[config.mk]
export PLATFORM = sky130hd
export DESIGN_NAME = step_tick_sequencer
export DESIGN_NICKNAME = d
export VERILOG_FILES = /design/src/rtl/step_tick_sequencer.sv
export SDC_FILE = /design/constraint.sdc
export NUM_CORES = 1
export LEC_CHECK = 0
export ABC_AREA = 1
export ABC_CLOCK_PERIOD_IN_PS = 2000
export CELL_PAD_IN_SITES_DETAIL_PLACEMENT = 0
export CELL_PAD_IN_SITES_GLOBAL_PLACEMENT = 1
export CORE_ASPECT_RATIO = 1.25
export CORE_MARGIN = 10
export CORE_UTILIZATION = 42
export CTS_BUF_LIST = sky130_fd_sc_hd__clkbuf_8
export DETAILED_ROUTE_END_ITERATION = 8
export PLACE_DENSITY = 0.8
export SYNTH_ARGS = -nofsm -noshare
export SYNTH_HDL_FRONTEND = slang
export SYNTH_SLANG_ARGS = --single-unit
[constraint.sdc]
create_clock -name CLK_40M -period 2 [get_ports CLK_40M]
set_clock_uncertainty 0.05 [all_clocks]
set_input_delay 0.4 -clock CLK_40M [delete_from_list [all_inputs] [get_ports CLK_40M]]
set_output_delay 0.4 -clock CLK_40M [all_outputs]
set_load 0.005 [all_outputs]
[src/rtl/step_tick_sequencer.sv]
`default_nettype none
// ============================================================================
// Module   : step_tick_sequencer
// Purpose  : Consumer side of the periodic toggle-tick generator. Detects each
//            start/end toggle pair, divides ticks by a speed setting, and
//            issues one step request per game step to the movement logic over
//            a req/ack handshake. Flags pair mismatch, dropped steps and a
//            stalled tick source.
// Options  : STEP_TIMEOUT_EN - when defined, a pending step request is
//            abandoned after ACK_TMO cycles without step_ack and ack_tmo is
//            set. When undefined, BUSY waits forever and ack_tmo is tied 0.
// Ports    :
//   CLK_40M     in   1   system clock, rising edge
//   RST         in   1   synchronous active-high reset
//   start_tgl   in   1   tick toggle (idle level 1 out of reset)
//   end_tgl     in   1   companion toggle (idle level 0 out of reset)
//   pause       in   1   1 = ignore ticks for stepping, hold divider
//   speed       in   2   one step every speed+1 ticks
//   step_ack    in   1   movement logic accepted the step
//   ovr_clr     in   1   one-cycle pulse clears overrun
//   step_req    out  1   step request, held until acked
//   step_cnt    out  16  completed steps, wraps
//   tick_pulse  out  1   one-cycle pulse per detected toggle
//   overrun     out  1   sticky: a step event was dropped
//   tick_err    out  1   sticky: start/end toggles disagreed
//   stall       out  1   no tick for TIMEOUT_CYC cycles
//   ack_tmo     out  1   sticky: step abandoned on ack timeout
// Revision : 1.0 - initial release
// ============================================================================
module step_tick_sequencer #(
  parameter logic [31:0] TIMEOUT_CYC = 32'd50_000_000,
  parameter logic [15:0] ACK_TMO     = 16'd1024
) (
  input  logic        CLK_40M,
  input  logic        RST,
  input  logic        start_tgl,
  input  logic        end_tgl,
  input  logic        pause,
  input  logic [1:0]  speed,
  input  logic        step_ack,
  input  logic        ovr_clr,
  output logic        step_req,
  output logic [15:0] step_cnt,
  output logic        tick_pulse,
  output logic        overrun,
  output logic        tick_err,
  output logic        stall,
  output logic        ack_tmo
);

  typedef enum logic [0:0] {
    S_IDLE = 1'b0,
    S_BUSY = 1'b1
  } state_t;

  state_t      state, state_nxt;

  logic        start_prev;
  logic        end_prev;
  logic        t_s;
  logic        t_e;
  logic [1:0]  div_cnt;
  logic [31:0] wd_cnt;
  logic        step_evt;

  logic        req_nxt;
  logic [15:0] cnt_nxt;
  logic        ovr_nxt;
  logic        tmo_nxt;

  // --------------------------------------------------------------------------
  // Toggle detection. The generator's tick is defined by start_tgl; end_tgl
  // only serves as a consistency check.
  // --------------------------------------------------------------------------
  assign t_s = start_tgl ^ start_prev;
  assign t_e = end_tgl ^ end_prev;

  always_ff @(posedge CLK_40M) begin
    if (RST) begin
      start_prev <= 1'b1;
      end_prev   <= 1'b0;
      tick_pulse <= 1'b0;
      tick_err   <= 1'b0;
    end else begin
      start_prev <= start_tgl;
      end_prev   <= end_tgl;
      tick_pulse <= t_s;
      if (t_s != t_e) begin
        tick_err <= 1'b1;
      end
    end
  end

  // --------------------------------------------------------------------------
  // Speed divider, driven from the registered tick so that the step request
  // appears two cycles after the input toggle. The >= compare lets a speed
  // reduction mid-count fire on the next tick instead of wrapping.
  // --------------------------------------------------------------------------
  assign step_evt = tick_pulse & ~pause & (div_cnt >= speed);

  always_ff @(posedge CLK_40M) begin
    if (RST) begin
      div_cnt <= 2'd0;
    end else if (tick_pulse && !pause) begin
      if (div_cnt >= speed) begin
        div_cnt <= 2'd0;
      end else begin
        div_cnt <= div_cnt + 2'd1;
      end
    end
  end

  // --------------------------------------------------------------------------
  // Watchdog. Cleared on the raw toggle so that stall (registered from the
  // old count) falls one cycle after tick_pulse.
  // --------------------------------------------------------------------------
  always_ff @(posedge CLK_40M) begin
    if (RST) begin
      wd_cnt <= 32'd0;
      stall  <= 1'b0;
    end else begin
      stall <= (wd_cnt == TIMEOUT_CYC);
      if (t_s) begin
        wd_cnt <= 32'd0;
      end else if (wd_cnt != TIMEOUT_CYC) begin
        wd_cnt <= wd_cnt + 32'd1;
      end
    end
  end

  // --------------------------------------------------------------------------
  // Optional ack timeout counter
  // --------------------------------------------------------------------------
`ifdef STEP_TIMEOUT_EN
  logic [15:0] ack_cnt, ack_cnt_nxt;

  always_ff @(posedge CLK_40M) begin
    if (RST) begin
      ack_cnt <= 16'd0;
    end else begin
      ack_cnt <= ack_cnt_nxt;
    end
  end
`else
  logic unused_ack_tmo;
  assign unused_ack_tmo = ^ACK_TMO;
`endif

  // --------------------------------------------------------------------------
  // Handshake FSM: state register
  // --------------------------------------------------------------------------
  always_ff @(posedge CLK_40M) begin
    if (RST) begin
      state    <= S_IDLE;
      step_req <= 1'b0;
      step_cnt <= 16'd0;
      overrun  <= 1'b0;
      ack_tmo  <= 1'b0;
    end else begin
      state    <= state_nxt;
      step_req <= req_nxt;
      step_cnt <= cnt_nxt;
      overrun  <= ovr_nxt;
      ack_tmo  <= tmo_nxt;
    end
  end

  // --------------------------------------------------------------------------
  // Handshake FSM: next state and outputs
  // --------------------------------------------------------------------------
  always_comb begin
    state_nxt   = state;
    req_nxt     = step_req;
    cnt_nxt     = step_cnt;
    tmo_nxt     = ack_tmo;
`ifdef STEP_TIMEOUT_EN
    ack_cnt_nxt = ack_cnt;
`endif

    case (state)
      S_IDLE: begin
        // step_ack is ignored here; only a step event leaves IDLE.
        if (step_evt) begin
          req_nxt   = 1'b1;
          state_nxt = S_BUSY;
`ifdef STEP_TIMEOUT_EN
          ack_cnt_nxt = 16'd0;
`endif
        end
      end

      S_BUSY: begin
        if (step_ack) begin
          // Completion beats a timeout landing in the same cycle.
          req_nxt   = 1'b0;
          cnt_nxt   = step_cnt + 16'd1;
          state_nxt = S_IDLE;
        end
`ifdef STEP_TIMEOUT_EN
        else if (ack_cnt == ACK_TMO - 16'd1) begin
          req_nxt   = 1'b0;
          tmo_nxt   = 1'b1;
          state_nxt = S_IDLE;
        end else begin
          ack_cnt_nxt = ack_cnt + 16'd1;
        end
`endif
      end

      default: begin
        state_nxt = S_IDLE;
        req_nxt   = 1'b0;
      end
    endcase

    // A step event that cannot be accepted is dropped. A fresh drop wins
    // over a clear arriving in the same cycle.
    if (step_evt && (state == S_BUSY)) begin
      ovr_nxt = 1'b1;
    end else if (ovr_clr) begin
      ovr_nxt = 1'b0;
    end else begin
      ovr_nxt = overrun;
    end
  end

endmodule
`default_nettype wire

==> impl_metrics.toml <==
[yosys]
seq_area_frac_synth_pct = 36.04
synth_top_area_share_pct = 36.04
synth_top_area_cell = "dfxtp_1"
synth_xor_area_share_pct = 1.864
synth_edf_count = 0
synthTopCellsByCount = "nand2_1 (141), nor2_1 (93), inv_1 (63), dfxtp_1 (58), a21oi_1 (36)"
synth-compound-area-share_pct = 9.476
avgSynthCellArea_um2 = 6.305
ys_types = 27
post-synth-top-count-cell = "nand2_1"
syn_inst = 511
synth_top_family_by_area = "simple AND/OR/NAND/NOR gates"
synthAdderAreaFrac_pct = 1.942
yosys_warnings = 0
synthMuxAreaShare_pct = 0
synth_area_um2 = 3222
synth-async-reset-ratio_pct = 0
synthFlopType = "dfxtp_1"
synth_simple_gate_area_share_pct = 41.94
synth.top_cells.by_area = "dfxtp_1 (36%), nand2_1 (16%), nor2_1 (11%), inv_1 (7.3%), a21oi_1 (5.6%)"
ys_seq_elements = 58
synth_nets = 525

[worst_setup_path]
r2r_slack_ns = 0.47
reg2regPathDepth = 7
path_cells = "clkdlybuf4s50_1"
required_ns = 1.55
reg2reg_from = "wd_cnt[16]$_SDFFE_PP0N_"
critPathLaunchType = "register"
cpPeakStageDelay_ns = 0.55
critPathBufInv = 1
crit_path_end_kind = "output port"
crit_path_start = "step_cnt[7]$_SDFFE_PP0P_"
cpLargestDelayFamily = "buffers and inverters"
cp_max_fo = 5
worstPathArrival_ns = 1.31
slowest_stage = "clkdlybuf4s50_1"
r2r_end = "wd_cnt[31]$_SDFFE_PP0N_"
criticalPathCategory = "register to output port"

[power_and_ir_drop]
irDropWorstVdd_mv = 0.3408
sequentialPowerShare_pct = 47.7
pwr-share-clk_pct = 47.4
power.leakage_nw = 1.380
p_int_mw = 1.914
power-per-cell-area_nw_per_um2 = 642.8
p_sw_share_pct = 22.62
p_total_mw = 2.474
p_comb_share_pct = 4.9
power.switching_mw = 0.5595

[global_route]
grt_overflow_total = 0
grt_use_met2_pct = 26.43
grt_antenna_before_repair = 0
grt_pass1_vias = 3026
grtUsageMet3_pct = 3.464
grt_first_pass_wirelength_um = 13810
grt_busiest_layer = "met2"
grt_max_degree = 19
use_met1_pct = 14.64
groute.usage.overall_pct = 14.42

[layout]
diodes = 0
drive_above_1_share_pct = 11.51
syn_to_final_growth_pct = 19.46
final_util_pct = 51.70
largest-register = "wd_cnt"
reg_top3 = "wd_cnt x32, step_cnt x16, div_cnt x2"
nFillCells = 824
layout.cells.non_filler = 648
largest_reg_flops = 32
design_area_um2 = 3849
fin_nets = 565

[sta]
drv_slew = 0
grt_setup_unrepaired = "false"
setup_slack_ns = 0.2403
hold_violations = 0
whs_ns = 0.4112
setup_tns_ns = 0
min_period_ns = 1.760
post-route-period-util_pct = 87.99
setup_viol = 0
max_freq_mhz = 568.3

[clock_network]
clock_latency_ns = 0.34
cts_tree = "yes"
post_cts_resized = 0
post_cts_buffers = 0
numCtsBuffers = 9
ctsHoldBuffers = 0
clock_sinks = 58
clkSlewWorstSetupHoldPaths_ns = 0.07
htreeDepth = 3
root_buffer = "clkbuf_8"
clock_path_buffers = 2

[drt]
routed_wl_um = 8345
wl_per_cell_um = 12.88
vias = 3121
drt_iter0_drc = 153
drc = 0
antenna_left = 0
vias_per_cell = 4.816
firstDrtPassIters = 4

[min_path]
hold_class = "register to register"
whs_path_depth = 2
hold-path-endpoint = "step_req$_SDFFE_PP0P_"
worstHoldStart = "step_req$_SDFFE_PP0P_"

[place]
io_buffers = 29
place_ws_ns = 0.1387
dpl.hpwl_um = 6458
gp_congestion = 0.8282
place_area_um2 = 3638
dp.cells = 632

[job]
max_cap_viol_count = 0

[die]
io_pins = 31
rows = 35
die_w_um = 98.34
die_area_um2 = 11600
initial_core_util_pct = 43.28
fp.dieH_um = 117.9
core-area_um2 = 7445

[run_status]
status = "completed"
power by group through the flow:
stage | combinational, mW | clock, mW | sequential (mW)
finish | 0.122 | 1.17 | 1.18
global placement | 0.122 | 0 | 1.21
CTS | 0.125 | 1.19 | 1.18
global route | 0.139 | 1.23 | 1.18
detailed placement | 0.124 | 0 | 1.21
floorplan | 0.0700 | 0 | 1.20
layer usage:
layer | routed length, um | share of wire (%)
met1 | 3365 | 40
met2 | 4367 | 52
met3 | 362 | 4.3
met4 | 249 | 3.0
met5 | 0 | 0
how the worst max path moves through the flow:
stage | end | depth (start not counted)
global placement | wd_cnt[3]$_SDFFE_PP0N_ | 6
detailed placement | wd_cnt[5]$_SDFFE_PP0N_ | 6
global route | step_cnt[5] | 1
floorplan | wd_cnt[20]$_SDFFE_PP0N_ | 8
finish | step_cnt[7] | 1
CTS | step_cnt[7] | 1
cells in the final DEF (no fill, tap or decap), types with 2 or more instances in the layout:
master           instances
nand3_2                  2
nor3_1                   4
buf_4                    5
nand4_1                  3
nor2_1                  93
inv_2                    4
nand2_1                141
nand3_1                 27
nand2_2                 11
nor2_4                   6
ha_1                     5
a21oi_1                 36
inv_1                   65
clkinv_2                 2
clkdlybuf4s50_1         29
xor2_1                   4
o21ai_1                  2
nor2_2                  19
bufinv_16                2
clkbuf_8                 9
o21ai_0                 20
dfxtp_1                 58
kinds of logic (layout without fill, tap and decap cells):
family                   count (synthesis)  after routing
AND/OR/NAND/NOR                        309            309
flip-flops                              58             58
buffers and inverters                   72            117
XOR/XNOR                                 6              6
adder cells (fa/ha/maj)                  5              5
other                                    1              1
AO/OA/AOI/OAI                           60             60
worst register-to-register path, cell delays in order, from the launching register on:
cell     delay (ns)
dfxtp_1        0.39
nand2_1        0.13
nor2_1         0.33
nand2_1        0.15
nor2_1         0.19
nand3_1        0.09
nand2_1        0.07
nor2_1         0.04
final cells by class:
cell class	instances	area [um^2]	share of cell area [%]
clock buffers	9	123.9	3.218
clock inverters	7	86.33	2.243
inverters	67	251.5	6.534
multi-input cells	381	1783	46.33
flip-flops and latches	58	1161	30.17
well taps	92	115.1	2.991
repair buffers	34	327.8	8.518
Power figures use the tool's default switching activity.
